**config.mk**
```make
export PLATFORM = sky130hd
export DESIGN_NAME = elastic_delay_pipe
export DESIGN_NICKNAME = d
export VERILOG_FILES = /design/src/rtl/pipeline_pkg.sv /design/src/rtl/pipe_stage.sv /design/src/rtl/elastic_delay_pipe.sv
export SDC_FILE = /design/constraint.sdc
export NUM_CORES = 1
export LEC_CHECK = 0
export ABC_AREA = 1
export BUFFER_PORTS_ARGS = -buffer_cell sky130_fd_sc_hd__clkbuf_2
export CAP_MARGIN = 20
export CORE_ASPECT_RATIO = 0.5
export CORE_MARGIN = 1.5
export CORE_UTILIZATION = 40
export CTS_BUF_LIST = sky130_fd_sc_hd__clkbuf_4
export CTS_CLUSTER_DIAMETER = 40
export CTS_CLUSTER_SIZE = 8
export DETAILED_ROUTE_END_ITERATION = 12
export PLACE_DENSITY = 0.56
export SYNTH_ARGS = -nofsm -noshare
export SYNTH_HDL_FRONTEND = slang
export SYNTH_HIERARCHICAL = 1
export SYNTH_SLANG_ARGS = --single-unit
export TNS_END_PERCENT = 10
```
**constraint.sdc**
```tcl
create_clock -name clock -period 3.1 [get_ports clock]
set_input_delay 0.155 -clock clock [delete_from_list [all_inputs] [get_ports clock]]
set_output_delay 0.155 -clock clock [all_outputs]
set_load 0.1 [all_outputs]
```
**src/rtl/pipeline_pkg.sv**
```systemverilog
// Shared defaults and sizing helper for the elastic delay pipeline.
package pipeline_pkg;
  localparam int DEF_LATENCY   = 4;
  localparam int DEF_WORD_SIZE = 18;

  // Bits needed to count 0..latency valid stages.
  function automatic int occ_width(input int latency);
    return (latency < 1) ? 1 : $clog2(latency + 1);
  endfunction
endpackage

```
**src/rtl/pipe_stage.sv**
```systemverilog
// One pipeline slot: a valid flag plus payload, with clear and load controls.
module pipe_stage #(
  parameter int WIDTH = 18
) (
  input  logic             clk_i,
  input  logic             rst_n_i,
  input  logic             clear_i,
  input  logic             load_i,
  input  logic             valid_i,
  input  logic [WIDTH-1:0] data_i,
  output logic             valid_o,
  output logic [WIDTH-1:0] data_o
);
  logic             valid_q, valid_d;
  logic [WIDTH-1:0] data_q, data_d;

  // Payload only moves with a real word, so a bubble keeps stale data.
  always_comb begin
    valid_d = valid_q;
    data_d  = data_q;
    if (clear_i) begin
      valid_d = 1'b0;
    end else if (load_i) begin
      valid_d = valid_i;
      if (valid_i) data_d = data_i;
    end
  end

  always_ff @(posedge clk_i) begin
    if (!rst_n_i) begin
      valid_q <= 1'b0;
      data_q  <= '0;
    end else begin
      valid_q <= valid_d;
      data_q  <= data_d;
    end
  end

  assign valid_o = valid_q;
  assign data_o  = data_q;
endmodule

```
**src/rtl/elastic_delay_pipe.sv**
```systemverilog
// Fixed-depth delay line with valid/ready flow control, optional bubble collapsing and flush.
// Handshake: a word moves across a port only on a cycle where valid && ready at the rising edge.
module elastic_delay_pipe
  import pipeline_pkg::*;
#(
  parameter int LATENCY   = DEF_LATENCY,
  parameter int WORD_SIZE = DEF_WORD_SIZE,
  parameter int COLLAPSE  = 1
) (
  input  logic                           clock,
  input  logic                           reset,
  input  logic                           in_valid,
  output logic                           in_ready,
  input  logic [WORD_SIZE-1:0]           in_data,
  output logic                           out_valid,
  input  logic                           out_ready,
  output logic [WORD_SIZE-1:0]           out_data,
  input  logic                           flush,
  output logic [occ_width(LATENCY)-1:0]  occupancy
);
  localparam int OW = occ_width(LATENCY);

  logic [LATENCY-1:0]   stage_valid;
  logic [LATENCY-1:0]   can_take;
  logic [WORD_SIZE-1:0] stage_data [LATENCY];
  logic                 in_xfer, out_xfer;
  logic [OW-1:0]        occ_q, occ_d;

  for (genvar i = 0; i < LATENCY; i++) begin : g_stage
    logic                 src_valid;
    logic [WORD_SIZE-1:0] src_data;

    if (i == LATENCY - 1) begin : g_entry
      assign src_valid = in_xfer;
      assign src_data  = in_data;
    end else begin : g_inner
      assign src_valid = stage_valid[i+1];
      assign src_data  = stage_data[i+1];
    end

    // A slot can refill when any slot at or below it is empty, or the sink is draining.
    if (COLLAPSE != 0) begin : g_collapse
      assign can_take[i] = out_ready | ~(&stage_valid[i:0]);
    end else begin : g_lockstep
      assign can_take[i] = out_ready | ~stage_valid[0];
    end

    pipe_stage #(.WIDTH(WORD_SIZE)) u_stage (
      .clk_i   (clock),
      .rst_n_i (reset),
      .clear_i (flush),
      .load_i  (can_take[i]),
      .valid_i (src_valid),
      .data_i  (src_data),
      .valid_o (stage_valid[i]),
      .data_o  (stage_data[i])
    );
  end

  assign in_ready  = reset & ~flush & can_take[LATENCY-1];
  assign in_xfer   = in_valid & in_ready;
  assign out_valid = stage_valid[0];
  assign out_data  = stage_data[0];
  assign out_xfer  = out_valid & out_ready;

  always_comb begin
    occ_d = occ_q;
    if (flush)                    occ_d = '0;
    else if (in_xfer & ~out_xfer) occ_d = occ_q + OW'(1);
    else if (~in_xfer & out_xfer) occ_d = occ_q - OW'(1);
  end

  always_ff @(posedge clock) begin
    if (!reset) occ_q <= '0;
    else        occ_q <= occ_d;
  end

  assign occupancy = occ_q;
endmodule
```
==> results of run 1 <==
-- cells by family after synthesis --
logic type / after synthesis
DFF: 79
buffers and inverters: 111
AOI/OAI and AO/OA: 7
adders and majority gates: 2
and+or+nand+nor: 322
-- worst max-delay path, delay by kind of cell (launching register included) --
family        cells  cell delay, ns
buf+inv           4            0.22
flops             1            0.38
fa+ha+maj         2            0.65
simple gates      8            0.79
-- stage by stage --
step	area [um2]	setup WS [ns]
floorplan	3420	0.643
global placement	3640	1.10
detailed placement	3640	1.02
CTS	3990	0.977
global route	3990	0.773
finish	3990	0.987
-- area by class of cell --
cell class | count | area (um2)
fillers | 870 | 4160
flip-flops and latches | 79 | 1580
multi-input cells | 331 | 1350
repair buffers | 65 | 423
inverters | 91 | 342
well taps | 112 | 140
clock buffers | 11 | 82.6
clock inverters | 5 | 72.6
-- routing by layer --
layer	part of all wire (%)	vias up	wire, um
li1	-	1599	-
met1	57	1102	3880
met2	37	46	2480
met3	4.8	8	329
met4	1.4	0	97
met5	0	-	0
-- registers in the layout (all words and copies together), names as in the netlist --
register	cells
occupancy	3
g_stage.u_stage/valid_o	4
g_stage.u_stage/data_o	72
-- report_power, final --
part / internal, mW / switching, mW / total (mW)
combinational: 0.0440 / 0.0694 / 0.113
sequential: 1.03 / 0.00909 / 1.04
clock: 0.339 / 0.339 / 0.679
total: 1.41 / 0.418 / 1.83
-- worst max-delay path by stage --
stage | end | slack (ns) | cells after the start
after floorplan | occupancy[1] | 0.64 | 10
final | occupancy[2] | 0.99 | 14
after detailed placement | occupancy[2] | 1.02 | 14
after CTS | occupancy[2] | 0.98 | 14
after global routing | occupancy[2] | 0.77 | 14
after global placement | occupancy[2] | 1.10 | 14
-- layout by cell type, fill, tap and decap left out, types with 2 or more instances in the layout --
master,count
nand3_1,2
nand3_4,4
dlygate4sd3_1,19
clkbuf_2,45
nor2_1,146
inv_1,86
a21oi_1,6
inv_2,5
dfxtp_1,79
nand2_1,167
bufinv_16,2
clkinv_1,2
clkbuf_4,11
==> results.toml, run 1 <==
[outcome]
outcome = "finished clean"

[synth]
synth_area_leaders = "dfxtp_1 46%, nand2_1 18%, nor2_1 16%, inv_1 9.4%, buf_6 2.6%"
synth-edff-count = 0
synth_area_mm2 = 0.00342
synth_cell_types = 16
yosys_warnings = 6
synth_top_area_share_pct = 46.2
synth_top_cells_by_count = "167 x nand2_1, 146 x nor2_1, 86 x inv_1"
syn_avg_cell_area_um2 = 6.57
synthXorXnorAreaFrac_pct = 0
yosys.area_share.adder_pct = 0.951
synth-seq-cells = 79
yosysSeqAreaShare_pct = 46.2
synth.most_common_cell = "nand2_1"
muxShareOfSynthArea_pct = 0
synthSimpleGateAreaFrac_pct = 37.4
synth-main-ff-cell = "dfxtp_1"
synth_top_family_by_area = "simple AND/OR/NAND/NOR gates"
synth_area_leader_cell = "dfxtp_1"
synth_compound_area_share_pct = 1.02
async_flop_share_pct = 0
post_synth_inst_count = 521
synth_fp_nets = 546

[timing]
tns_ns = 0
fmax_ghz = 0.473
drv_slew = 0
hold_viol_final = 0
fin_crit_ns = 2.11
fin_crit_sh_pct = 68.2
fin_skew_ns = 0.0108
worst_hold_slack_ns = 0.0628
tightest_slew_ns = 0.791
setup_viol = 0
relSlewSlack_pct = 47.3
rsz0062_at_grt = "false"

[setup_path]
worstPathRequired_ns = 3.44
critPathSlowestCell = "fa_1"
critPathKind = "flop to flop"
reg2reg_to = "occupancy[2]"
cp_max_fo = 4
cp-startpoint = "g_stage[1].u_stage/valid_o"
slowest_delay_ns = 0.39
reg2reg_depth = 14
reg2reg_slack_ns = 0.99
path_cells = "nand2_1 -> inv_2 -> nand4_2 -> nand2_1 -> nor2_1 -> ha_1 -> inv_2 -> fa_1 -> inv_1 -> nand2_1 -> nand3_1 -> nand2_1 -> inv_1 -> nor2_1"
crit_arrival_ns = 2.45
rr_startpoint = "g_stage[1].u_stage/valid_o"
crit_path_start_kind = "flop"
crit_top_cell = "nand2_1"
cp-end-kind = "flop"

[clocking]
clkTransAtPathRegs_ns = 0.12
cts_buffers = 9
ctsResizeCount = 0
htreeDepth = 3
ctsHoldBuffers = 19
cts_tree = "yes"
post_cts_buffers = 0
clk_latency_ns = 0.43
clockRootBuffer = "clkbuf_4"
clockBufferDepth = 2
cts_sinks = 79

[grt]
gr-max-usage-layer = "met1"
track_usage_pct = 16.1
grt_util_met1_pct = 22.7
grt_start_max_net_pins = 77
first_global_vias = 2379
use_met3_pct = 5.48
grt_pass1_wl_mm = 11.2
grt-ovfl-total = 0
grtUsageMet2_pct = 22.0
antenna_found_initial = 0

[detailed_routing]
ant_nets = 0
dr.first_iter.drc_count = 187
wl_per_cell_um = 9.78
dr_total_vias = 2755
firstDrtPassIters = 4
via_per_inst = 3.97
drt_wl_total_mm = 6.79
drc = 0

[floorplan]
start_util_pct = 42.0
core_mm2 = 0.00814
fp.dieH_um = 68.4
num_rows = 23
top_level_ports = 46
dieArea_mm2 = 0.00915
fp.dieW_um = 134

[power]
p_per_area_mw_per_mm2 = 459
power.leakage_nw = 2.34
power_mw = 1.83
ir_worst_vdd_mv = 0.231

[finish]
antenna_cells = 0
final_util_pct = 49.0
nets = 602
area_growth_pct = 16.6
drive_above_1_share_pct = 12.2
instances_no_fill = 694

[worst_hold_path]
min_to = "g_stage[1].u_stage/valid_o"
whs_path_depth = 4
holdCritStartpoint = "flush"
holdCritPathClass = "primary input to flop"

[placed_design]
portBuffers = 45
dp_cells = 659
dp_hpwl_mm = 3.99
gp_congestion = 0.729

[flow_run]
maxCapViolCount = 0
Power figures use the tool's default switching activity.
==> inputs of run 2 (changes only) <==
Settings changed: ABC_AREA 1 to 0.
Clock period 3.1 ns to 2.1 ns, I/O delays scaled along.
==> run 2 against run 1 <==
  * Flip-flop and latch count stayed put
  * Clock skew is 0.0026 ns higher
  * Via count is 13% lower
  * Critical path depth is 5 lower
  * Non-clock buffer count is 7 higher
  * Largest power group unchanged
  * Maximum frequency is 1.7% higher
  * Clock power is 33% higher
  * Register-to-register slack worse by 0.97 ns
  * Count of clock-buffer cells in the layout is 2 lower
==> results.toml, run 2 <==
[outcome]
outcome = "finished clean"

[synth]
synth.most_common_cell = "nand2_1"
post_synth_inst_count = 352
async_flop_share_pct = 0
synth-main-ff-cell = "dfxtp_1"
synth_top_area_share_pct = 48.1
yosysSeqAreaShare_pct = 48.1
syn_avg_cell_area_um2 = 9.35
synth-seq-cells = 79
synth_cell_types = 24
synth_fp_nets = 377
synth_top_cells_by_count = "146 x nand2_1, 79 x dfxtp_1, 77 x mux2i_1"
synth-edff-count = 0
synth_area_mm2 = 0.00329
yosys_warnings = 6
synth_area_leaders = "dfxtp_1 48%, mux2i_1 23%, nand2_1 17%, buf_12 2.4%, buf_2 1.8%"
synth_area_leader_cell = "dfxtp_1"

[timing]
setup_viol = 0
rsz0062_at_grt = "true"
fin_crit_ns = 2.08
hold_viol_final = 0
drv_slew = 0
relSlewSlack_pct = 52.3
fin_crit_sh_pct = 99.0
fmax_ghz = 0.481
fin_skew_ns = 0.0134
tightest_slew_ns = 0.715
tns_ns = 0

[finish]
final_common_cell = "nand2_1"
final_util_pct = 48.5
final_cell_mix = "146 x nand2_1, 78 x dfxtp_1, 77 x mux2i_1"
antenna_cells = 0
largest_reg_flops = 72
area_growth_pct = 17.8
nets = 436
drive_above_1_share_pct = 17.8

[floorplan]
top_level_ports = 46
start_util_pct = 41.1
core_mm2 = 0.00800
fp.dieH_um = 67.1
num_rows = 23
fp.dieW_um = 131
dieArea_mm2 = 0.00881

[setup_path]
worstPathRequired_ns = 2.46
crit_arrival_ns = 2.44
critPathKind = "flop to flop"
cp-end-kind = "flop"
crit_path_start_kind = "flop"
cp_max_fo = 4

[grt]
grt_pass1_wl_mm = 10.8
antenna_found_initial = 0
track_usage_pct = 15.8
first_global_vias = 2307
grt-ovfl-total = 0
grt_start_max_net_pins = 81

[clocking]
cts_buffers = 9
clk_latency_ns = 0.43
clockBufferDepth = 2
clkTransAtPathRegs_ns = 0.12
clockRootBuffer = "clkbuf_4"
cts_sinks = 79
cts_tree = "yes"
htreeDepth = 3

[flow_run]
maxCapViolCount = 0

[power]
power.leakage_nw = 1.41
ir_worst_vdd_mv = 0.225
p_per_area_mw_per_mm2 = 664

[detailed_routing]
firstDrtPassIters = 4
via_per_inst = 4.52
drc = 0
wl_per_cell_um = 12.2
dr_total_vias = 2384
dr.first_iter.drc_count = 143
ant_nets = 0
drt_wl_total_mm = 6.42

[worst_hold_path]
holdCritPathClass = "primary input to flop"

[placed_design]
gp_congestion = 0.720
dp_hpwl_mm = 4.29
portBuffers = 45
[run 2: cell types whose count changed after synthesis, moves of 5 or more]
cell	delta
a21oi_1	-5
mux2i_1	+77
inv_1	-84
nor2_1	-144
inv_2	-5
nand2_1	-21
[run 2: worst max-delay path, stage by stage (launching register included)]
cell     delay, ns
dfxtp_4       0.37
and2b_1       0.19
nand4_1       0.10
and3_4        0.22
ha_4          0.13
inv_1         0.05
fa_2          0.33
xor2_1        0.16
or3_1         0.35
a21oi_2       0.14
[run 2: layout make-up]
| class | instances | area [um2] |
|---|---|---|
| clock buffers | 9 | 67.6 |
| repair buffers | 72 | 478 |
| fillers | 790 | 4120 |
| inverters | 2 | 7.51 |
| well taps | 112 | 140 |
| flip-flops and latches | 79 | 1590 |
| multi-input cells | 247 | 1530 |
| clock inverters | 7 | 72.6 |
[run 2: cells by family (layout without fill, tap and decap cells)]
kind of cell	Yosys count	after routing	synth area share (%)
buffers and inverters	26	90	6.31
multiplexers	77	77	23.4
AND/OR/NAND/NOR	164	164	20.4
XOR/XNOR	2	2	0.532
flip-flops	79	79	48.1
AO/OA/AOI/OAI	2	2	0.304
adder cells (fa/ha/maj)	2	2	0.989
[run 2: repair_timing]
action                                  in CTS  in global routing
setup buffers                                0                  1
hold buffers                                19                  0
gates resized for setup                      0                  1
hold endpoints to repair                    22                  0
endpoints found under the setup margin       0                  1
[run 2: power by group]
group          internal [mW]  switching [mW]  total [mW]
Sequential              1.51         0.00617        1.51
Combinational         0.0671          0.0933       0.160
Clock                  0.364           0.536       0.900
[run 2: metrics by stage]
| step | power [mW] | setup WS [ns] | hold slack, ns | area [um2] | std cells |
|---|---|---|---|---|---|
| after floorplan | 1.65 | -0.0000131 | 0.171 | 3310 | 352 |
| after global placement | 1.68 | 0.171 | 0.336 | 3530 | 492 |
| after detailed placement | 1.68 | 0.107 | 0.346 | 3530 | 492 |
| after CTS | 2.62 | 0.0919 | 0.127 | 3860 | 527 |
| after global routing | 2.69 | -0.0532 | 0.127 | 3880 | 528 |
| final | 2.57 | 0.0214 | 0.156 | 3880 | 528 |
[run 2: path summary, 6_finish.rpt]
check | cells after the start | to | slack, ns | startpoint
setup / recovery | 9 | occupancy[2] | 0.02 | g_stage[0].u_stage/valid_o
hold / removal | 4 | g_stage[3].u_stage/valid_o | 0.16 | in_valid
setup reg to reg | 9 | occupancy[2] | 0.02 | g_stage[0].u_stage/valid_o
hold reg to reg | 2 | g_stage[1].u_stage/data_o[3] | 0.46 | g_stage[2].u_stage/data_o[3]
[run 2: layer usage]
layer  share of wire (%)  vias to the layer above  wire length (um)  GRT usage, %
met3                 4.4                        4               280          6.16
li1                    -                     1258                 -             -
met2                  38                       47              2460          23.0
met4                0.58                        0                37          6.11
met5                   0                        -                 0             0
met1                  57                     1075              3640          21.3
